`config.mk`:
```
export PLATFORM = sky130hd
export DESIGN_NAME = cmp_arbiter
export DESIGN_NICKNAME = d
export VERILOG_FILES = /design/src/rtl/cmp_arbiter.sv
export SDC_FILE = /design/constraint.sdc
export NUM_CORES = 1
export LEC_CHECK = 0
export ABC_AREA = 1
export CORE_MARGIN = 5
export CORE_UTILIZATION = 40
export CTS_BUF_LIST = sky130_fd_sc_hd__clkbuf_8
export DETAILED_ROUTE_END_ITERATION = 12
export GPL_ROUTABILITY_DRIVEN = 0
export MAX_ROUTING_LAYER = met4
export PLACE_DENSITY = 0.75
export SLEW_MARGIN = 40
export SYNTH_ARGS = -nofsm -noshare
export SYNTH_HDL_FRONTEND = slang
export SYNTH_SLANG_ARGS = --single-unit
```
`constraint.sdc`:
```
create_clock -name clk -period 6 [get_ports clk]
set_clock_uncertainty 0.1 [all_clocks]
set_input_delay 0.9 -clock clk [delete_from_list [all_inputs] [get_ports clk]]
set_output_delay 0.9 -clock clk [all_outputs]
set_load 0.01 [all_outputs]
```
`src/rtl/cmp_arbiter.sv`:
```
// rtl/cmp_arbiter.sv - two-requester arbiter sharing one 32-bit compare unit; optional macro CMP_ARB_RR_EN selects round-robin
module cmp_arbiter (
   input  logic        clk,
   input  logic        reset,
   input  logic        req0,
   input  logic [2:0]  op0,
   input  logic [31:0] a0,
   input  logic [31:0] b0,
   output logic        gnt0,
   input  logic        req1,
   input  logic [2:0]  op1,
   input  logic [31:0] a1,
   input  logic [31:0] b1,
   output logic        gnt1,
   output logic        res_valid,
   output logic        res_id,
   output logic        res_true,
   output logic        busy
);

   typedef enum logic [1:0] {IDLE = 2'd0, EVAL = 2'd1, DONE = 2'd2} state_t;

   state_t      state;
   state_t      state_nxt;
   logic        last_id;
   logic        win_id;
   logic        cap_id;
   logic [2:0]  cap_op;
   logic [31:0] cap_a;
   logic [31:0] cap_b;
   logic        a_neg;
   logic        a_zero;
   logic        cmp_out;

   // next-state, arbitration and grant/strobe decode
   always_comb begin
      state_nxt = state;
      win_id    = 1'b0;
      gnt0      = 1'b0;
      gnt1      = 1'b0;
      res_valid = 1'b0;
      case (state)
         IDLE: begin
            if (!reset && (req0 || req1)) begin
               if (req0 && req1) begin
`ifdef CMP_ARB_RR_EN
                  win_id = ~last_id;
`else
                  // fixed priority: requester 0 wins; last_id is tracked but ignored
                  win_id = last_id & 1'b0;
`endif
               end else begin
                  win_id = ~req0;
               end
               gnt0      = ~win_id;
               gnt1      = win_id;
               state_nxt = EVAL;
            end
         end
         EVAL: state_nxt = DONE;
         DONE: begin
            res_valid = 1'b1;
            state_nxt = IDLE;
         end
         default: state_nxt = IDLE;
      endcase
   end

   // shared comparator on the captured operands; b only matters for EQ/NE
   always_comb begin
      a_neg  = cap_a[31];
      a_zero = (cap_a == 32'd0);
      case (cap_op)
         3'b000:  cmp_out = (cap_a == cap_b);
         3'b001:  cmp_out = (cap_a != cap_b);
         3'b010:  cmp_out = a_neg | a_zero;
         3'b011:  cmp_out = ~a_neg & ~a_zero;
         3'b100:  cmp_out = a_neg;
         3'b101:  cmp_out = ~a_neg;
         default: cmp_out = 1'b0;
      endcase
   end

   // control state, arbitration pointer and result registers
   always_ff @(posedge clk) begin
      if (reset) begin
         state    <= IDLE;
         last_id  <= 1'b1;
         res_id   <= 1'b0;
         res_true <= 1'b0;
      end else begin
         state <= state_nxt;
         if (gnt0 || gnt1) begin
            last_id <= gnt1;
         end
         if (state == EVAL) begin
            res_id   <= cap_id;
            res_true <= cmp_out;
         end
      end
   end

   // operand capture, only in the grant cycle
   always_ff @(posedge clk) begin
      if (gnt0 || gnt1) begin
         cap_id <= gnt1;
         cap_op <= gnt1 ? op1 : op0;
         cap_a  <= gnt1 ? a1 : a0;
         cap_b  <= gnt1 ? b1 : b0;
      end
   end

   assign busy = (state != IDLE);

endmodule

```
==> out/summary.md <==
In the layout the commonest cells are 143 x clkdlybuf4s50_1, 68 x edfxtp_1, 48 x mux2_2. The critical path goes through clkdlybuf4s50_1 -> o21ai_2 -> nor3_4 -> clkdlybuf4s50_1. The worst setup path is launched from an input pin. For the half-perimeter wire length of the detailed placement result, the log shows 6380 µm. The tools report the final standard cell area without fillers as 5390 µm². The tools report the endpoint kind of the worst setup timing path as an output pin. Clock tree synthesis found a total of 72 sinks. Along the worst path, the maximum fanout reaches 4.

For the pin with the worst max-slew slack, the measured transition is 596 ps. The library cell used most frequently in the layout, excluding fill and tap cells, is clkdlybuf4s50_1. The net count of the mapped netlist is 431.

The area growth from synthesis to final layout works out to 47.3%. Internal power consumption: 891 µW. The core footprint came out at 8810 µm². The final critical delay including setup and external delays works out to 3390 ps. The area of the mapped netlist is 3660 µm², and the via count of the first global-routing pass is 2773. The logs give 0 for the number of post-CTS setup repair buffers and 0.000110 V for the worst voltage drop across the vdd grid.

The run gives 0 as the initial antenna violation count. The worst setup path is of the in -> out kind. In this run, flip-flops and latches consume 53.6% of the power. Setup repair after global routing left no endpoint under its margin. The logs give 0 for the number of routed nets with antenna violations and 57 for the DRC marker count from the first detailed-route iteration.

For this design the static power due to leakage is 1.94 nW. Counting every instance in the synthesized netlist gives 293. Buffers placed on the I/O ports in this run total 143. For this run the aggregate overflow at the end of global routing stands at 0. The library cell contributing the largest single delay on the critical path is clkdlybuf4s50_1. The horizontal die dimension came out at 106 µm.

The number of hold violations in the final report is 0, and the proportion of power drawn by the clock network is 27.7%. The tools report the number of CTS-inserted buffers as 9. The die covers 11200 µm². The logs give 0 for the warning count from the yosys run and 18.7% for the combinational cell fraction of total power.

The routed layout has 2572 vias. The net switching fraction of the power was 22.3%; the buffer levels on the longest clock path was 2. Worst min-delay path class: reg -> reg. Dividing the synthesized area by the synthesized cell count gives 12.5 µm².

Dividing the detail-routed wire length by the instance count gives 14.5 µm. STA puts the critical path data required time at 5000 ps. In this run the count of I/O pins placed on the die edge is 144. The run finished with clean final reports. The flip-flop and latch count after synthesis is 72.

The logs give 0 for the max-slew violation count and 41.5% for the initial standard-cell utilization of the core. First-pass GRT wire length: 12400 µm. In the routed design, unresolved DRC markers number 0. The logs give 69 for the pin count of the biggest net entering global routing and 0 for the count of hold buffers inserted by post-cts repair. After detailed placement, the total cell area comes to 5220 µm².

The all-layer global routing usage was 14.7%; the cell area power density was 213 nW/µm². Data on the critical path arrives at its endpoint at 2390 ps. The largest single stage delay on the critical path is 580 ps.

Clock latency on the worst-skew pair, taken at its later pin, is 340 ps. The cell seen most often among critical-path stages was clkdlybuf4s50_1. The post-CTS clock slew at the launch and capture registers of the worst setup and hold paths is 70 ps, and the distinct cell type count after synthesis is 21.

The routed design has 8050 µm of wire. The tree is rooted in a clkbuf_8. Adding up every negative setup slack in the final design gives 0 ps. Total inserted antenna cells: 0. Chip height: 106 µm.

The worst pin sits at a relative slew slack of 60.3%. The layout cell share with drive strength beyond 1 is 14.7%, and the post-cts gate resize count is 0. The run gives 3 as the number of H-tree levels. Using the TritonRoute via totals, the vias-per-cell ratio works out to 4.63. Of the synthesized area, sequential elements account for 58.0%.

Setup violations remaining at the end of the flow were counted as 0. At the end of the flow, the number of nets in the layout was 581. Static timing analysis puts the maximum clock frequency at 295 MHz. TritonCTS built the clock tree. After layout, the worst path uses 56.6% of the clock period. The switching power total was 256 µW; the number of optimization iterations in the first detailed-route pass was 4. The tools report the number of violations of the max-capacitance limit as 0. In this run the core area contains 34 standard-cell rows.
-- critical path: cells and delay by family --
| family | cells | cell delay, ps |
|---|---|---|
| buf+inv | 2 | 1140 |
| simple gates | 1 | 210 |
| compound gates | 1 | 140 |
-- sequential cells by signal, indices dropped and copies added, names as in the netlist --
| signal | cells |
|---|---|
| cap_id | 1 |
| res_true | 1 |
| cap_a | 32 |
| cap_b | 32 |
| res_id | 1 |
| state | 2 |
| cap_op | 3 |
-- worst paths after layout --
kind	from	slack, ps	endpoint	cells after the start
hold / removal	cap_id	380	res_id	2
setup reg to reg	state[1]	3920	cap_b[8]	5
hold reg to reg	cap_id	380	res_id	2
setup / recovery	req0	2610	gnt1	4
-- power groups by stage --
stage / clock network [mW] / logic, mW / registers (mW)
floorplan: 0 / 0.0996 / 0.625
global placement: 0 / 0.208 / 0.625
detailed placement: 0 / 0.218 / 0.626
CTS: 0.327 / 0.219 / 0.615
global route: 0.348 / 0.235 / 0.618
finish: 0.318 / 0.215 / 0.615
-- layout make-up --
type / instances / area (µm²)
sequential: 72 / 2120
clock inverter: 6 / 23.8
timing repair buffer: 146 / 1480
fill: 714 / 3420
inverter: 19 / 71.3
clock buffer: 10 / 138
tap: 108 / 135
multi-input combinational: 195 / 1420
-- layer usage --
metal	global-route usage, %	part of all wire, %	vias to the layer above
met5	-	0	-
met4	6.20	2.1	0
met3	3.24	4.5	13
met2	26.5	55	75
met1	15.6	39	1168
li1	-	-	1316
-- synthesized netlist by cell type --
cell type | number | area share (%)
buf_4 | 1 | 0.21
nand4_1 | 4 | 0.68
edfxtp_1 | 68 | 56
nand2_1 | 46 | 4.7
nor3_4 | 1 | 0.44
a21oi_1 | 2 | 0.27
buf_6 | 2 | 0.62
mux2_1 | 19 | 5.9
nand3_1 | 6 | 0.82
o21ai_0 | 3 | 0.41
nor3_1 | 1 | 0.14
inv_1 | 18 | 1.8
dfxtp_1 | 4 | 2.2
o21ai_2 | 1 | 0.24
clkinv_1 | 1 | 0.10
nor3b_1 | 1 | 0.21
nor2_1 | 36 | 3.7
buf_2 | 4 | 0.55
xnor2_1 | 26 | 6.2
nand2_2 | 1 | 0.17
mux2_2 | 48 | 15
-- through the flow --
step                      utilization [%]  hold slack [ps]  instances  power (mW)  setup WS, ps
after floorplan                         -              347        293       0.725          1510
after global placement               59.0              356        539       0.833          2620
after detailed placement             59.3              371        540       0.844          2620
after CTS                            61.2              385        556        1.16          2600
after global routing                 61.2              427        556        1.20          2550
final                                61.2              381        556        1.15          2610
-- cells by family (layout without fill, tap and decap cells) --
| logic type | Yosys count | count (layout) | share of synthesized area, % |
|---|---|---|---|
| muxes | 67 | 67 | 20.6 |
| buffers and inverters | 26 | 181 | 3.32 |
| xor gates and xnor gates | 26 | 26 | 6.23 |
| AOI/OAI and AO/OA | 6 | 6 | 0.924 |
| DFF | 72 | 72 | 58.0 |
| and+or+nand+nor | 96 | 96 | 10.9 |
No activity file was read; power rests on OpenSTA's default activity.
